## src/rtl/cpu_pkg.sv

```systemverilog
// Shared definitions for the cpu core: opcodes, funct3 codes, FSM states and ALU operations.
package cpu_pkg;

    localparam logic [6:0] OP_LUI    = 7'b0110111;
    localparam logic [6:0] OP_AUIPC  = 7'b0010111;
    localparam logic [6:0] OP_JAL    = 7'b1101111;
    localparam logic [6:0] OP_JALR   = 7'b1100111;
    localparam logic [6:0] OP_BRANCH = 7'b1100011;
    localparam logic [6:0] OP_LOAD   = 7'b0000011;
    localparam logic [6:0] OP_STORE  = 7'b0100011;
    localparam logic [6:0] OP_IMM    = 7'b0010011;
    localparam logic [6:0] OP_OP     = 7'b0110011;

    localparam logic [2:0] F3_ADD  = 3'd0;
    localparam logic [2:0] F3_SLL  = 3'd1;
    localparam logic [2:0] F3_SLT  = 3'd2;
    localparam logic [2:0] F3_SLTU = 3'd3;
    localparam logic [2:0] F3_XOR  = 3'd4;
    localparam logic [2:0] F3_SR   = 3'd5;
    localparam logic [2:0] F3_OR   = 3'd6;
    localparam logic [2:0] F3_AND  = 3'd7;

    localparam logic [2:0] F3_BEQ  = 3'd0;
    localparam logic [2:0] F3_BNE  = 3'd1;
    localparam logic [2:0] F3_BLT  = 3'd4;
    localparam logic [2:0] F3_BGE  = 3'd5;
    localparam logic [2:0] F3_BLTU = 3'd6;
    localparam logic [2:0] F3_BGEU = 3'd7;

    localparam logic [2:0] F3_LB  = 3'd0;
    localparam logic [2:0] F3_LH  = 3'd1;
    localparam logic [2:0] F3_LW  = 3'd2;
    localparam logic [2:0] F3_LBU = 3'd4;
    localparam logic [2:0] F3_LHU = 3'd5;

    localparam logic [2:0] F3_SB = 3'd0;
    localparam logic [2:0] F3_SH = 3'd1;
    localparam logic [2:0] F3_SW = 3'd2;

    typedef enum logic [1:0] {
        FETCH = 2'd0,
        EXEC  = 2'd1,
        MEM   = 2'd2
    } state_e;

    typedef enum logic [3:0] {
        ALU_ADD, ALU_SUB, ALU_SLL, ALU_SLT, ALU_SLTU,
        ALU_XOR, ALU_SRL, ALU_SRA, ALU_OR, ALU_AND
    } alu_op_e;

    // SUB only exists for register-register ops; bit 30 of an ADDI is immediate data.
    function automatic alu_op_e alu_decode(input logic [2:0] f3, input logic f7b5,
                                           input logic is_reg);
        alu_op_e op;
        op = ALU_ADD;
        case (f3)
            F3_ADD:  if (is_reg && f7b5) op = ALU_SUB;
            F3_SLL:  op = ALU_SLL;
            F3_SLT:  op = ALU_SLT;
            F3_SLTU: op = ALU_SLTU;
            F3_XOR:  op = ALU_XOR;
            F3_SR:   if (f7b5) op = ALU_SRA; else op = ALU_SRL;
            F3_OR:   op = ALU_OR;
            F3_AND:  op = ALU_AND;
            default: op = ALU_ADD;
        endcase
        return op;
    endfunction

endpackage

```

## src/rtl/cpu_alu.sv

```systemverilog
// Combinational integer ALU: add/sub, shifts (5-bit amount), signed/unsigned compares, logic ops.
module cpu_alu
    import cpu_pkg::*;
(
    input  alu_op_e     op_i,
    input  logic [31:0] a_i,
    input  logic [31:0] b_i,
    output logic [31:0] y_o
);

    always_comb begin
        y_o = '0;
        case (op_i)
            ALU_ADD:  y_o = a_i + b_i;
            ALU_SUB:  y_o = a_i - b_i;
            ALU_SLL:  y_o = a_i << b_i[4:0];
            ALU_SLT:  y_o = {31'b0, $signed(a_i) < $signed(b_i)};
            ALU_SLTU: y_o = {31'b0, a_i < b_i};
            ALU_XOR:  y_o = a_i ^ b_i;
            ALU_SRL:  y_o = a_i >> b_i[4:0];
            ALU_SRA:  y_o = $unsigned($signed(a_i) >>> b_i[4:0]);
            ALU_OR:   y_o = a_i | b_i;
            ALU_AND:  y_o = a_i & b_i;
            default:  y_o = '0;
        endcase
    end

endmodule

```

## src/rtl/cpu.sv

```systemverilog
// Multi-cycle RV32I core (FETCH -> EXEC [-> MEM]); define CPU_RV32E_EN for a 16-entry register file.
// States: FETCH = latch instruction | EXEC = execute or form effective address | MEM = load/store access.
module cpu
    import cpu_pkg::*;
#(
    parameter logic [31:0] RESET_PC = 32'h0000_0000
) (
    input  logic        clock,
    input  logic        reset,
    output logic [31:0] bus_addr,
    input  logic [31:0] bus_data_r,
    output logic [31:0] bus_data_w,
    output logic [3:0]  bus_mask_w,
    output logic        bus_write
);

`ifdef CPU_RV32E_EN
    localparam int NREG = 16;
    function automatic logic reg_ok(input logic [4:0] r);
        return (r != 5'd0) && !r[4];
    endfunction
`else
    localparam int NREG = 32;
    function automatic logic reg_ok(input logic [4:0] r);
        return r != 5'd0;
    endfunction
`endif
    localparam int RAW = $clog2(NREG);

    state_e      state_q, state_d;
    logic [31:0] pc_q, pc_d, ir_q, ir_d, ea_q, ea_d;
    logic [31:0] rf_q [NREG];
    logic        rf_we;
    logic [31:0] rf_wd;

    logic [6:0]  opcode;
    logic [2:0]  funct3;
    logic [4:0]  rd, rs1, rs2;
    logic [31:0] rs1_val, rs2_val, pc_plus4;
    logic [31:0] imm_i, imm_s, imm_b, imm_u, imm_j;

    assign opcode   = ir_q[6:0];
    assign rd       = ir_q[11:7];
    assign funct3   = ir_q[14:12];
    assign rs1      = ir_q[19:15];
    assign rs2      = ir_q[24:20];
    assign rs1_val  = reg_ok(rs1) ? rf_q[rs1[RAW-1:0]] : '0;
    assign rs2_val  = reg_ok(rs2) ? rf_q[rs2[RAW-1:0]] : '0;
    assign pc_plus4 = pc_q + 32'd4;

    assign imm_i = {{20{ir_q[31]}}, ir_q[31:20]};
    assign imm_s = {{20{ir_q[31]}}, ir_q[31:25], ir_q[11:7]};
    assign imm_b = {{19{ir_q[31]}}, ir_q[31], ir_q[7], ir_q[30:25], ir_q[11:8], 1'b0};
    assign imm_u = {ir_q[31:12], 12'b0};
    assign imm_j = {{11{ir_q[31]}}, ir_q[31], ir_q[19:12], ir_q[20], ir_q[30:21], 1'b0};

    alu_op_e     alu_op;
    logic [31:0] alu_b, alu_y;
    assign alu_op = alu_decode(funct3, ir_q[30], opcode == OP_OP);
    assign alu_b  = (opcode == OP_OP) ? rs2_val : imm_i;

    cpu_alu u_alu (
        .op_i (alu_op),
        .a_i  (rs1_val),
        .b_i  (alu_b),
        .y_o  (alu_y)
    );

    logic br_taken;
    always_comb begin
        br_taken = 1'b0;
        case (funct3)
            F3_BEQ:  br_taken = rs1_val == rs2_val;
            F3_BNE:  br_taken = rs1_val != rs2_val;
            F3_BLT:  br_taken = $signed(rs1_val) < $signed(rs2_val);
            F3_BGE:  br_taken = $signed(rs1_val) >= $signed(rs2_val);
            F3_BLTU: br_taken = rs1_val < rs2_val;
            F3_BGEU: br_taken = rs1_val >= rs2_val;
            default: br_taken = 1'b0;
        endcase
    end

    // Halfword lanes use ea[1] only, so misaligned accesses silently round down.
    logic [31:0] ld_b_sh, ld_h_sh, ld_val, st_data;
    logic [3:0]  st_mask;
    assign ld_b_sh = bus_data_r >> {ea_q[1:0], 3'b000};
    assign ld_h_sh = bus_data_r >> {ea_q[1], 4'b0000};

    always_comb begin
        ld_val = bus_data_r;
        case (funct3)
            F3_LB:   ld_val = {{24{ld_b_sh[7]}}, ld_b_sh[7:0]};
            F3_LH:   ld_val = {{16{ld_h_sh[15]}}, ld_h_sh[15:0]};
            F3_LBU:  ld_val = {24'b0, ld_b_sh[7:0]};
            F3_LHU:  ld_val = {16'b0, ld_h_sh[15:0]};
            default: ld_val = bus_data_r;
        endcase
    end

    always_comb begin
        st_mask = 4'b0000;
        st_data = '0;
        case (funct3)
            F3_SB: begin
                st_mask = 4'b0001 << ea_q[1:0];
                st_data = {24'b0, rs2_val[7:0]} << {ea_q[1:0], 3'b000};
            end
            F3_SH: begin
                st_mask = 4'b0011 << {ea_q[1], 1'b0};
                st_data = {16'b0, rs2_val[15:0]} << {ea_q[1], 4'b0000};
            end
            F3_SW: begin
                st_mask = 4'b1111;
                st_data = rs2_val;
            end
            default: begin
                st_mask = 4'b0000;
                st_data = '0;
            end
        endcase
    end

    always_comb begin
        state_d    = state_q;
        pc_d       = pc_q;
        ir_d       = ir_q;
        ea_d       = ea_q;
        rf_we      = 1'b0;
        rf_wd      = '0;
        bus_addr   = {2'b00, pc_q[31:2]};
        bus_write  = 1'b0;
        bus_mask_w = 4'b0000;
        bus_data_w = '0;
        case (state_q)
            FETCH: begin
                ir_d    = bus_data_r;
                state_d = EXEC;
            end
            EXEC: begin
                state_d = FETCH;
                pc_d    = pc_plus4;
                case (opcode)
                    OP_LUI:   begin rf_we = 1'b1; rf_wd = imm_u; end
                    OP_AUIPC: begin rf_we = 1'b1; rf_wd = pc_q + imm_u; end
                    OP_JAL: begin
                        rf_we = 1'b1;
                        rf_wd = pc_plus4;
                        pc_d  = pc_q + imm_j;
                    end
                    OP_JALR: begin
                        rf_we = 1'b1;
                        rf_wd = pc_plus4;
                        pc_d  = (rs1_val + imm_i) & ~32'd1;
                    end
                    OP_BRANCH: if (br_taken) pc_d = pc_q + imm_b;
                    OP_IMM, OP_OP: begin rf_we = 1'b1; rf_wd = alu_y; end
                    OP_LOAD: begin
                        ea_d    = rs1_val + imm_i;
                        pc_d    = pc_q;
                        state_d = MEM;
                    end
                    OP_STORE: begin
                        ea_d    = rs1_val + imm_s;
                        pc_d    = pc_q;
                        state_d = MEM;
                    end
                    default: ;
                endcase
            end
            MEM: begin
                bus_addr = {2'b00, ea_q[31:2]};
                state_d  = FETCH;
                pc_d     = pc_plus4;
                if (opcode == OP_STORE) begin
                    if (!reset) begin
                        bus_write  = 1'b1;
                        bus_mask_w = st_mask;
                        bus_data_w = st_data;
                    end
                end else begin
                    rf_we = 1'b1;
                    rf_wd = ld_val;
                end
            end
            default: state_d = FETCH;
        endcase
    end

    always_ff @(posedge clock or posedge reset) begin
        if (reset) begin
            state_q <= FETCH;
            pc_q    <= RESET_PC;
            ir_q    <= '0;
            ea_q    <= '0;
        end else begin
            state_q <= state_d;
            pc_q    <= pc_d;
            ir_q    <= ir_d;
            ea_q    <= ea_d;
        end
    end

    always_ff @(posedge clock) begin
        if (rf_we && reg_ok(rd)) rf_q[rd[RAW-1:0]] <= rf_wd;
    end

endmodule

```

## config.mk

```make
export PLATFORM = sky130hd
export DESIGN_NAME = cpu
export DESIGN_NICKNAME = d
export VERILOG_FILES = /design/src/rtl/cpu_pkg.sv /design/src/rtl/cpu_alu.sv /design/src/rtl/cpu.sv
export SDC_FILE = /design/constraint.sdc
export NUM_CORES = 2
export LEC_CHECK = 0
export BUFFER_PORTS_ARGS = -buffer_cell sky130_fd_sc_hd__buf_2
export CAP_MARGIN = 25
export CORE_AREA = 2 2 370 335
export DETAILED_ROUTE_END_ITERATION = 10
export DIE_AREA = 0 0 372 337
export GPL_TIMING_DRIVEN = 0
export PLACE_DENSITY = 0.79
export SLEW_MARGIN = 5
export SYNTH_ARGS = -nofsm -noshare
export SYNTH_HDL_FRONTEND = slang
export SYNTH_HIERARCHICAL = 1
export SYNTH_SLANG_ARGS = --single-unit
```

## constraint.sdc

```tcl
create_clock -name clock -period 12.4 [get_ports clock]
set_input_delay 0 -clock clock [delete_from_list [all_inputs] [get_ports clock]]
set_output_delay 0 -clock clock [all_outputs]
set_load 0.02 [all_outputs]
```

==> impl_summary.md, run 1 <==
Run status
The flow did not finish. The flow halted during 5_1_grt. The tool reported: "[ERROR GRT-0232] Routing congestion too high. Check the congestion heatmap in the GUI".

Synth
The combinational family with the most area after synthesis is multiplexers. Of the post-synthesis cell area, the dominant cell type holds 0.438. The complex-gate fraction of the synthesized area was 0.129.

In the post-synthesis netlist, the biggest area contributors are sky130_fd_sc_hd__edfxtp_1, sky130_fd_sc_hd__mux4_2, sky130_fd_sc_hd__ha_1. The synthesis-stage register bit count is 1,121. The share of the synthesized netlist area taken by xor and xnor gates is 0.0212. The portion of netlist area occupied by mux cells is 0.225. The number of warning messages in the yosys log is 6. The most common cell in the synthesized netlist is sky130_fd_sc_hd__edfxtp_1. In this run, synthesis inferred ~1,000 flip-flops with an integrated enable. Of the total synthesized cell area, the portion taken by AND, OR, NAND and NOR gates is 0.0769.

The async set-reset flop share out of synthesis is 0.0865. The number of library cell types mapped by synthesis is 104. The dominant register cell in the synthesized netlist is sky130_fd_sc_hd__edfxtp_1. After synthesis, the most frequently instantiated cells are sky130_fd_sc_hd__edfxtp_1, sky130_fd_sc_hd__mux4_2, sky130_fd_sc_hd__nor2_1. The post-synthesis adder-cell area fraction is 0.0419.

The cell area after synthesis is between 70,000 and 80,000 um^2. The proportion of synthesized chip area in sequential cells is 0.473. The cell type contributing the most total cell area after synthesis is sky130_fd_sc_hd__edfxtp_1. The average instance area after synthesis is approximately 13 um^2. Synthesis handed over a netlist of 5,529 instances.

Placed design
The worst setup slack before clock tree synthesis is 272 ps. Input and output buffers added on the ports amount to 100. The cell total after placement is around 7,400. The half-perimeter wire length after detailed placement is 268,000 um. The routability congestion estimate is approximately 1.1.

After detailed placement, the total cell area comes to roughly 76,000 um^2.

Die
The initialized floorplan defines between 100 and 150 standard-cell rows. The initial core utilization is 0.575. 103 I/O pins were placed. Measured along the x axis, the die boundary spans ~370 um. From bottom edge to top edge, the die measures about 340 um.

Clock tree
The tree is rooted in a sky130_fd_sc_hd__clkbuf_16. In this run, post-CTS repair resized a total of 0 instances. Hold repair after CTS inserted 34 buffers. For this design, the sink count on the clock tree is 1,121. The buffers inserted during post-CTS setup optimization is 0. The H-tree depth reported by CTS is 3.

In this run the deepest clock path goes through 3 buffers. Clock tree synthesis inserted a total of 111 buffers.

Global route
The overall global routing resource usage is 0.779. The overall overflow remaining after global route is 4. Entering global routing, the biggest net connects 52 pins.
==> layer usage <==
layer / track usage / GRT overflow
met1: 0.795 / 0
met2: 0.875 / 0
met3: 0.705 / 1
met4: 0.700 / 3
met5: 0.590 / 0
==> cell families after synthesis <==
group,count (synthesis)
buffers and inverters,586
AO/OA/AOI/OAI,1385
multiplexers,868
other,1
adder cells (fa/ha/maj),231
AND/OR/NAND/NOR,1168
flip-flops,1121
XOR/XNOR,169
==> metrics by stage <==
step | hold WS, ps | TNS (ps)
4_1_cts | 25.4 | 0
3_5_place_dp | 89.7 | 0
3_3_place_gp | 250 | -1045040
2_1_floorplan | 121 | 0
==> inputs of run 2 (changes only) <==
CORE_AREA = 2 2 422 424   (was 2 2 370 335)
DIE_AREA = 0 0 424 426   (was 0 0 372 337)
PLACE_DENSITY = not set   (was 0.79)
PLACE_DENSITY_LB_ADDON = 0.15   (was not set)
==> impl_summary.md, run 2 <==
Synth
The mapped netlist covers 70,100 um^2. In the post-synthesis netlist, the cell with the most instances is sky130_fd_sc_hd__edfxtp_1. The synthesized design contains 1,121 register bits. The average instance area after synthesis is around 13 um^2. Sorting the synthesized cells by area gives the leading types as sky130_fd_sc_hd__edfxtp_1, sky130_fd_sc_hd__mux4_2, sky130_fd_sc_hd__ha_1. Sorting the synthesized cells by how often they occur yields sky130_fd_sc_hd__edfxtp_1, sky130_fd_sc_hd__mux4_2, sky130_fd_sc_hd__nor2_1. The number of warning messages in the yosys log is 6. The synthesized design spends more area on one cell type than any other, namely sky130_fd_sc_hd__edfxtp_1. Synthesis produced a netlist whose cell count is ~5,500. The most used flip-flop cell after synthesis is sky130_fd_sc_hd__edfxtp_1. The number of library cell types mapped by synthesis is roughly 100. The share of Yosys cell area claimed by the top area cell type is 0.438. The number of synthesized flops with an enable pin is roughly 1,000. Of the synthesized area, sequential elements account for 0.473. The async set-reset flop share out of synthesis is 0.0865.

Run
Across the run, the number of max-cap violations was 2.

Setup path
In this design, the stage delay of the slowest critical-path cell is ~840 ps. The endpoint type of the worst setup path is a flop. For the worst setup path, the data required time is around 13,000 ps. The element type at the critical path start is a flop. The cell repeated most along the worst path is sky130_fd_sc_hd__buf_2.

The type of the setup path with the least slack is reg2reg. The highest net fanout along the worst path is 16. In this design, the largest share of critical-path delay is due to buffers and inverters. The master of the slowest instance on the critical path is sky130_fd_sc_hd__clkdlybuf4s15_1. The count of buffer and inverter cells on the critical path is 9. The signal arrival time at the worst endpoint is around 13,000 ps.

STA
In this run the tightest slew margin relative to its limit is -0.179. Summed over all failing endpoints, the final setup total negative slack is -5110 ps. The fmax is a little under 80 MHz.

Setup violations remaining at the end of the flow were counted as 32. Setup repair after global routing left no endpoint under its margin. The minimum clock period after layout is 12,610 ps. At the pin with the least slew margin, the transition time is roughly 1800 ps.

The maximum clock skew at final layout is just over 50 ps. Once routing completed, OpenROAD measured the worst setup slack at -208 ps. Across all hold checks on the routed design, the worst slack comes to ~33 ps. The post-route clock period utilization is 1.02. The final max-slew violation count is 4.

The final count of hold timing violations is 0.

Clock tree
TritonCTS built the clock tree. In this run, CTS created clock tree buffers numbering between 100 and 150. Once the clock tree was built, the setup fixing pass inserted 0 buffers. The H-tree depth reported by CTS is 3. The clock latency of the later-clocked register in the worst-skew pair is just over 800 ps. The clock passes through at most 3 buffers. The CTS root buffer is sky130_fd_sc_hd__clkbuf_16. For this design, the sink count on the clock tree is between 1,000 and 1,500. After clock tree synthesis, the clock-pin slew on the worst setup and hold paths is around 70 ps.

Run status
The checks that failed: max-capacitance violations, max-slew violations, negative setup slack. The flow ran to the end, but the final reports show violations.

Global route
In the global route stage, overall resource usage came out at 0.370. The first global-routing pass estimated around 460,000 um of wire. Entering global routing, the biggest net connects 76 pins. The via count of the first global-routing pass is ~55,000.

The number of antenna violations at the first check in global routing is 16. The overall overflow remaining after global route is 0.

Die
The die area is 181,000 um^2. Row generation in the floorplan step produced around 150 rows. The horizontal die dimension is 424 um. The placeable core region is 176,000 um^2. a little over 100 I/O pins were placed.

The initial utilization of the core area, before any placement, comes to 0.399. Measured along the y axis, the die boundary spans about 430 um.

Cells and area
The sequential cells in the finished layout cover a total of about 33,000 um^2. Summing all non-filler instances in the final layout gives an area of approximately 80,000 um^2. The flip-flop count of the largest register after layout is 1,024.

The library cell used most frequently in the layout, excluding fill and tap cells, is sky130_fd_sc_hd__edfxtp_1. The area growth from synthesis to layout is 17.2%. The area of the multi-input gates is between 30,000 and 40,000 um^2. The library cells used most frequently in the layout, excluding fill and tap cells, are sky130_fd_sc_hd__edfxtp_1, sky130_fd_sc_hd__mux4_2, sky130_fd_sc_hd__nor2_1, sky130_fd_sc_hd__o21ai_0, sky130_fd_sc_hd__a21oi_1.

In the final layout, the share of cells above drive strength 1 is 0.230. For this run, the post-layout net count is between 6,000 and 7,000. The number of fillers in the final layout is 15,903.

Placed design
The half-perimeter wire length after detailed placement is approximately 260,000 um. The placed standard-cell area is slightly below 80,000 um^2. The worst setup slack before clock tree synthesis is about 280 ps. In this run the tool buffered the top-level ports with 100 buffer cells. The routability congestion estimate is roughly 1.1.

Detailed routing
In the routed layout, each cell is associated on average with a via count of ~6.8. Once detail routing completed, the nets flagged for antenna violations numbered 0. The first routing iteration left just over 8,000 violations. The average detailed-routed wire length per instance is ~40 um. The total via count in the routed design is about 57,000. Wires add up to about 340,000 um. The detailed-routing iteration count for the pre-antenna-repair pass is 8.

The final routed DRC violation total is 0.

Power and ir drop
In this run the power density over the cells is between 200 and 300 nW/um^2. Power comes to roughly 23,000 uW. Across the VDD grid, the largest voltage drop is around 0.14 mV. The reported leakage power is ~0.030 uW.

Hold path
The worst hold-check path type is in2reg.
## run 2: cell counts after synthesis
No cell type changed its count.
## run 2: area by class of cell
cell class                 count  share of cell area
inverter                     174             0.00801
clock buffer                 138              0.0380
antenna                        7            0.000213
multi-input combinational   3856               0.429
tap                         2340              0.0356
timing repair buffer         349              0.0536
clock inverter                88              0.0106
sequential                  1121               0.404
buffer                       412              0.0211
## run 2: final timing paths
path | cells after the start | start | to | slack, ps
setup / recovery | 28 | ir_q[21] | rf_q[23][28] | -210
hold / removal | 4 | bus_data_r[13] | ir_q[13] | 30
setup reg to reg | 28 | ir_q[21] | rf_q[23][28] | -210
hold reg to reg | 2 | ea_q[7] | ea_q[7] | 470
max in group asynchronous | 5 | reset | ir_q[31] | 11330
min in group asynchronous | 4 | reset | ea_q[5] | 310
## run 2: per-stage QoR
| stage | instances | utilization |
|---|---|---|
| detailed placement | 8202 | 0.442 |
| CTS | 8463 | 0.466 |
| global route | 8479 | 0.468 |
| global placement | 8002 | 0.419 |
| finish | 8485 | 0.468 |
| floorplan | 5562 | - |
## run 2: cells by family (layout without fill, tap and decap cells)
logic type,Yosys count,after routing,share of synthesized area
mux,868,868,0.225
other cells,1,41,0.0000535
xor+xnor,169,169,0.0212
buf+inv,586,1161,0.0329
flops,1121,1121,0.473
compound gates,1385,1386,0.129
simple gates,1168,1168,0.0769
fa+ha+maj,231,231,0.0419
## run 2: worst register-to-register path: cells and delay by family, from the launching register on
family	cells	cell delay (ps)
compound gates	11	3870
xor+xnor	1	380
fa+ha+maj	1	310
buf+inv	9	4640
flops	1	530
mux	4	1980
simple gates	2	440
## run 2: routing by layer
layer | wire [um] | track usage | vias up
met5 | 75 | 0 | -
met4 | 29600 | 0.266 | 12
met3 | 33700 | 0.0802 | 991
met2 | 152000 | 0.574 | 3876
met1 | 124000 | 0.459 | 29543
li1 | - | - | 22983
## run 2: power breakdown
part	total [uW]	internal (uW)	switching (uW)
sequential	4560	4240	316
combinational	14500	4620	9840
clock	3700	2060	1640
total	22700	10900	11800
## run 2: repair_timing
| item | CTS | global route |
|---|---|---|
| setup endpoints to repair | 0 | 180 |
| hold endpoints to repair | 147 | 0 |
| resized for setup | 0 | 18 |
| hold buffers | 35 | 0 |
(Power assumes the default switching activity.)
